===== config.mk =====
export PLATFORM = sky130hd
export DESIGN_NAME = rf_echo_sequencer
export DESIGN_NICKNAME = d
export VERILOG_FILES = /design/src/rtl/rf_echo_sequencer.sv
export SDC_FILE = /design/constraint.sdc
export NUM_CORES = 1
export LEC_CHECK = 0
export CORE_MARGIN = 4
export CORE_UTILIZATION = 30
export CTS_CLUSTER_SIZE = 24
export DETAILED_ROUTE_END_ITERATION = 7
export PLACE_DENSITY_LB_ADDON = 0.15
export SYNTH_ARGS = -nofsm -noshare
export SYNTH_HDL_FRONTEND = slang
export SYNTH_SLANG_ARGS = --single-unit

===== constraint.sdc =====
create_clock -name clk -period 6.89 [get_ports clk]
set_input_delay 1.378 -clock clk [delete_from_list [all_inputs] [get_ports clk]]
set_output_delay 1.378 -clock clk [all_outputs]
set_load 0.01 [all_outputs]

===== src/rtl/rf_echo_sequencer.sv =====
// RF gate sequencer: one trigger produces a full Ramsey or Hahn/CPMG echo pulse train.
// Optional CPMG phase-alternation output enabled by defining RF_PHASE_ALT_EN.
module rf_echo_sequencer #(
  parameter int unsigned CNT_W   = 16,
  parameter int unsigned N_W     = 8,
  parameter int unsigned DEF_PI2 = 333,
  parameter int unsigned DEF_TAU = 333
) (
  input  logic             clk,
  input  logic             rst,
  input  logic             trig,
  input  logic             abort,
  input  logic             mode,
  input  logic [CNT_W-1:0] pi2_len,
  input  logic [CNT_W-1:0] tau_len,
  input  logic [N_W-1:0]   n_pi,
  output logic             rf,
  output logic             busy,
  output logic             done,
  output logic             trig_miss
`ifdef RF_PHASE_ALT_EN
  ,
  output logic             phase
`endif
);

  // One extra bit so 2*pi2 and 2*tau never wrap.
  localparam int unsigned LW = CNT_W + 1;

  typedef enum logic [2:0] {
    S_IDLE,
    S_P2A,
    S_TAU1,
    S_PI,
    S_GAP,
    S_P2B,
    S_FIN
  } state_t;

  state_t           state_q, state_d;
  logic [LW-1:0]    cnt_q, cnt_d;
  logic [N_W-1:0]   pic_q, pic_d;
  logic [CNT_W-1:0] pi2_q, pi2_d;
  logic [CNT_W-1:0] tau_q, tau_d;
  logic [N_W-1:0]   n_q, n_d;
  logic             mode_q, mode_d;
  logic             trig_prev_q;
  logic             rf_q, rf_d;
  logic             busy_q, busy_d;
  logic             done_q, done_d;
  logic             miss_q, miss_d;
  logic             phase_q, phase_d;

  logic             trig_edge;
  logic             cnt_last;
  logic [CNT_W-1:0] pi2_in, tau_in;
  logic [LW-1:0]    pi2_l, tau_l, pi_l, gap2_l;
  logic [N_W-1:0]   pic_inc;

  assign trig_edge = trig & ~trig_prev_q;
  assign cnt_last  = (cnt_q == '0);
  // Zero lengths are clamped to one cycle at latch time.
  assign pi2_in    = (pi2_len == '0) ? CNT_W'(1) : pi2_len;
  assign tau_in    = (tau_len == '0) ? CNT_W'(1) : tau_len;
  assign pi2_l     = LW'(pi2_q);
  assign tau_l     = LW'(tau_q);
  assign pi_l      = pi2_l << 1;
  assign gap2_l    = tau_l << 1;
  assign pic_inc   = pic_q + N_W'(1);

  // Next-state, counters and registered-output next values.
  always_comb begin
    state_d = state_q;
    cnt_d   = cnt_q;
    pic_d   = pic_q;
    pi2_d   = pi2_q;
    tau_d   = tau_q;
    n_d     = n_q;
    mode_d  = mode_q;
    phase_d = phase_q;
    miss_d  = trig_edge && (state_q != S_IDLE);

    if (abort && (state_q != S_IDLE)) begin
      state_d = S_IDLE;
      cnt_d   = '0;
      pic_d   = '0;
      phase_d = 1'b0;
    end else begin
      unique case (state_q)
        S_IDLE: begin
          if (trig_edge) begin
            pi2_d   = pi2_in;
            tau_d   = tau_in;
            n_d     = n_pi;
            mode_d  = mode;
            state_d = S_P2A;
            cnt_d   = LW'(pi2_in) - LW'(1);
            pic_d   = '0;
            phase_d = 1'b0;
          end
        end
        S_P2A: begin
          if (cnt_last) begin
            state_d = S_TAU1;
            cnt_d   = tau_l - LW'(1);
          end else begin
            cnt_d = cnt_q - LW'(1);
          end
        end
        S_TAU1: begin
          if (cnt_last) begin
            if (mode_q && (n_q != '0)) begin
              state_d = S_PI;
              cnt_d   = pi_l - LW'(1);
              phase_d = ~phase_q;
            end else begin
              state_d = S_P2B;
              cnt_d   = pi2_l - LW'(1);
              phase_d = 1'b0;
            end
          end else begin
            cnt_d = cnt_q - LW'(1);
          end
        end
        S_PI: begin
          if (cnt_last) begin
            state_d = S_GAP;
            pic_d   = pic_inc;
            // Full 2*tau gap between pi pulses, half gap after the last one.
            cnt_d   = (pic_inc < n_q) ? (gap2_l - LW'(1)) : (tau_l - LW'(1));
          end else begin
            cnt_d = cnt_q - LW'(1);
          end
        end
        S_GAP: begin
          if (cnt_last) begin
            if (pic_q < n_q) begin
              state_d = S_PI;
              cnt_d   = pi_l - LW'(1);
              phase_d = ~phase_q;
            end else begin
              state_d = S_P2B;
              cnt_d   = pi2_l - LW'(1);
              phase_d = 1'b0;
            end
          end else begin
            cnt_d = cnt_q - LW'(1);
          end
        end
        S_P2B: begin
          if (cnt_last) begin
            state_d = S_FIN;
            cnt_d   = '0;
          end else begin
            cnt_d = cnt_q - LW'(1);
          end
        end
        S_FIN: begin
          state_d = S_IDLE;
        end
        default: begin
          state_d = S_IDLE;
          cnt_d   = '0;
        end
      endcase
    end

    // Outputs follow the next state so rf/busy/done are aligned with the state itself.
    rf_d   = (state_d == S_P2A) || (state_d == S_PI) || (state_d == S_P2B);
    busy_d = (state_d != S_IDLE);
    done_d = (state_d == S_FIN);
  end

  // State register with synchronous reset.
  always_ff @(posedge clk) begin
    if (rst) begin
      state_q     <= S_IDLE;
      cnt_q       <= '0;
      pic_q       <= '0;
      pi2_q       <= CNT_W'(DEF_PI2);
      tau_q       <= CNT_W'(DEF_TAU);
      n_q         <= '0;
      mode_q      <= 1'b0;
      trig_prev_q <= 1'b0;
      rf_q        <= 1'b0;
      busy_q      <= 1'b0;
      done_q      <= 1'b0;
      miss_q      <= 1'b0;
      phase_q     <= 1'b0;
    end else begin
      state_q     <= state_d;
      cnt_q       <= cnt_d;
      pic_q       <= pic_d;
      pi2_q       <= pi2_d;
      tau_q       <= tau_d;
      n_q         <= n_d;
      mode_q      <= mode_d;
      trig_prev_q <= trig;
      rf_q        <= rf_d;
      busy_q      <= busy_d;
      done_q      <= done_d;
      miss_q      <= miss_d;
      phase_q     <= phase_d;
    end
  end

  assign rf        = rf_q;
  assign busy      = busy_q;
  assign done      = done_q;
  assign trig_miss = miss_q;

`ifdef RF_PHASE_ALT_EN
  assign phase = phase_q;
`else
  logic unused_phase;
  assign unused_phase = phase_q;
`endif

endmodule


==> metrics.md <==
| Metric | Value |
|---|---|
| Outcome | `finished, final reports clean` |
| Simple-Gate Fraction of Synth Area | `29.0%` |
| # Post-CTS Setup Buffers | `0` |
| Part of the power in registers | `22.9%` |
| Row cnt | `51` |
| Top Ports | `49` |
| Clock-pin slew on the worst setup and hold paths | `0.07 ns` |
| TNS Setup | `0 ns` |
| DP Cell Count | `1131` |
| Most frequent CP cell | `nor2_1` |
| Yosys cell types | `69` |
| DR pass1 iterations | `5` |
| CTS sink cnt | `74` |
| CTS tree | `done` |
| Syn Area/Cell | `7.04 µm²` |
| Power density cells | `467 mW/mm²` |
| CP Class | `primary input to register` |
| CP max FO | `6` |
| Compound-Gate Fraction of Synth Area | `25.7%` |
| Total gr overflow | `0` |
| Hold Path Cell Cnt | `2` |
| Max Cap Viol | `0` |
| Detail Placement HPWL | `16.4 mm` |
| Fraction of synthesized area in multiplexers | `3.27%` |
| Worst skew pair latency | `0.35 ns` |
| Critical path's largest stage delay | `0.63 ns` |
| Xor and xnor area share after synthesis | `8.07%` |
| Largest net degree at the start of global routing | `48` |
| Total Wirelength | `22.6 mm` |
| # H-tree levels | `3` |
| Period utilization | `60.6%` |
| CP Data Required Time | `7.11 ns` |
| Post-layout min period | `4.18 ns` |
| RePlAce Congestion | `0.870` |
| Post-synth EDFFs | `0` |
| Nets | `942` |
| Register area | `0.00148 mm²` |
| CTS resizes | `0` |
| Ant diodes | `0` |
| Gr busiest metal | `met2` |
| Critical-path top delay cell | `or4_1` |
| Lkg Pwr | `2.55 nW` |
| Adder-cell share of the synthesized area | `4.12%` |
| Vias in the first global route | `6085` |
| Mapped cell area | `0.00608 mm²` |
| Drt drc | `0` |
| Fin cells | `1147` |
| Synth top area share | `24.4%` |
| Die Area | `0.0226 mm²` |
| Cell count of the worst reg-to-reg path | `13` |
| Crit path DAT | `4.40 ns` |
| Average routed wire per standard cell | `19.7 µm` |
| Via density | `5.66` |
| Switch share | `52.8%` |
| Clk_skew | `0.00916 ns` |
| Worst Setup Start Kind | `primary input` |
| Cells taking the most area after synthesis | `dfxtp_1 (24%), nand2_1 (8.8%), a21oi_1 (7.8%)` |
| Slew Limit Fails | `0` |
| Yosys warns | `0` |
| M3 GR Usage | `3.28%` |
| Clock root buffer | `clkbuf_16` |
| GRT met2 Usage | `29.6%` |
| Clk pwr share | `14.8%` |
| Hold WC Path Type | `register to register` |
| Multi-input logic area | `0.00428 mm²` |
| 1st-iter DRT viols | `611` |
| Register bit total from synthesis | `74` |
| RSZ-0062 raised after global routing | `false` |
| Post-synth ARST share | `0%` |
| Post-Syn Instances | `863` |
| Yosys top cell by area | `dfxtp_1` |
| Internal cell power | `1.56 mW` |
| Cts bufs inserted | `9` |
| Core Area | `0.0197 mm²` |
| Synth Flop Type | `dfxtp_1` |
| Part of the power in combinational logic | `62.3%` |
| Initial Util | `30.8%` |
| Input/output buffers | `48` |
| Share of layout cells above drive strength 1 | `6.69%` |
| Fmax | `239 MHz` |
| Gr usage total | `20.2%` |
| Main combinational cell family by area after synthesis | `simple AND/OR/NAND/NOR gates` |
| GRT met1 Usage | `29.2%` |
| Final Core Density | `35.8%` |
| Initial antenna violation count | `0` |
| Post-CTS Hold Fix Bufs | `0` |
| Die height | `150 µm` |
| Count of final setup violators | `0` |
| Fillers | `2104` |
| Area growth, synth to finish | `16.1%` |
| Slew @ Worst Pin | `0.996 ns` |
| First-pass GRT wire length | `35.3 mm` |
| CP Capture Type | `register` |
| P_sw | `1.74 mW` |
| Cells along the critical path | `clkdlybuf4s50_1 > or4_1 > nor2_1 > nand2_1 > nor2_1 > nor2_1 > ha_1 > nor3b_1 > buf_4 > nand2_1 > nor3_1 > xnor2_1 > nor2_1 > a221oi_1 > a211oi_1` |
| Final Hold Vio Count | `0` |
| Max-slew headroom | `33.4%` |
| Syn nets | `928` |
| Final antenna-violating net count | `0` |
| Chip width | `150 µm` |
| Peak supply drop | `0.210 mV` |
| Clock Path Buffers | `2` |
| Sequential-to-total area share from yosys stat | `24.4%` |
| Total number of vias | `6490` |
cell usage in the layout, fill, tap and decap left out, types with 7 or more instances in the layout:
| master | n |
|---|---|
| nand3_1 | 26 |
| xnor2_1 | 31 |
| o211ai_1 | 10 |
| a211oi_1 | 9 |
| o21ai_0 | 39 |
| mux2i_1 | 12 |
| nor3_1 | 30 |
| a31oi_1 | 8 |
| nand3b_1 | 9 |
| nor2_1 | 74 |
| dfxtp_1 | 74 |
| clkbuf_16 | 9 |
| mux2_2 | 7 |
| buf_4 | 15 |
| o31ai_1 | 10 |
| or3_1 | 9 |
| ha_1 | 20 |
| a221oi_1 | 7 |
| inv_1 | 20 |
| xor2_1 | 25 |
| nand4_1 | 7 |
| or4_1 | 16 |
| o22ai_1 | 8 |
| a22oi_1 | 7 |
| nand2_1 | 143 |
| nor4_1 | 13 |
| clkdlybuf4s50_1 | 47 |
| a21oi_1 | 94 |
| or2_2 | 8 |
kinds of logic (layout without fill, tap and decap cells):
group | Yosys count | in the layout
adder cells (fa/ha/maj) | 20 | 20
AO/OA/AOI/OAI | 248 | 248
AND/OR/NAND/NOR | 365 | 365
buffers and inverters | 81 | 100
multiplexers | 19 | 19
XOR/XNOR | 56 | 56
flip-flops | 74 | 74
state kept, by name (all words and copies together), names as in the netlist:
signal,flops
pic_q,8
mode_q,1
state_q,3
trig_prev_q,1
rf,1
trig_miss,1
cnt_q,17
tau_q,16
busy,1
pi2_q,16
done,1
n_q,8
worst paths after layout:
kind,endpoint,slack (ns),start
worst max-delay path,cnt_q[12],2.71,pi2_len[11]
worst min-delay path,n_q[3],0.47,n_q[3]
worst max register to register,cnt_q[14],3.27,pic_q[0]
worst min register to register,n_q[3],0.47,n_q[3]
cells in the mapped netlist, drive strengths merged (3+ instances only):
master and number:
a21o 5, o21a 3, a221oi 7, dfxtp 74, a21boi 3, nor2b 5, nor3 32, buf 13
nand2b 5, xnor2 31, o22ai 8, clkbuf 47, o221ai 3, nand4 7, and3 6, a22oi 7
mux2i 12, o211ai 10, a211oi 9, a211o 3, ha 20, a311oi 3, nand3b 9, a2111oi 4
or4 17, or3 9, xor2 25, nand2 143, nand3 28, nor4 15, or2 8, nor2 75
o21ai 44, a31oi 8, a21oi 95, a2bb2oi 3, mux2 7, o31ai 11, a221o 3, a311o 3
inv 20
metal layers:
layer / routed length, µm / part of all wire (%) / vias up
li1: - / - / 3168
met1: 10800 / 48 / 3039
met2: 9570 / 42 / 235
met3: 1470 / 6.5 / 48
met4: 755 / 3.3 / 0
met5: 0 / 0 / -
worst max-delay path, delay by kind of cell:
kind / cells / cell delay, ns
compound gates: 2 / 0.35
simple gates: 9 / 1.56
buf+inv: 2 / 0.69
xor+xnor: 1 / 0.19
fa+ha+maj: 1 / 0.22
through the flow:
stage	worst slack [ns]	hold WS (ns)	cell area, µm²	power (mW)
6_report	2.71	0.471	7060	3.30
5_1_grt	2.52	0.495	7060	3.53
4_1_cts	2.75	0.475	7060	3.27
3_5_place_dp	2.39	0.465	6760	2.77
3_3_place_gp	2.46	0.462	6760	2.78
2_1_floorplan	3.25	0.435	6080	2.18
final cells by class:
class / instances / share of cell area (%)
multi-input cells: 708 / 60.7
clock inverters: 5 / 0.904
inverters: 21 / 1.12
flip-flops and latches: 74 / 21.0
well taps: 265 / 4.70
clock buffers: 11 / 3.30
repair buffers: 63 / 8.33
power groups by stage:
stage | Combinational [mW] | Clock [mW] | Sequential [mW]
global placement | 2.02 | 0 | 0.761
global route | 2.23 | 0.517 | 0.779
finish | 2.05 | 0.489 | 0.755
floorplan | 1.51 | 0 | 0.672
CTS | 2.02 | 0.505 | 0.751
detailed placement | 2.01 | 0 | 0.761
No activity file was read; power rests on OpenSTA's default activity.
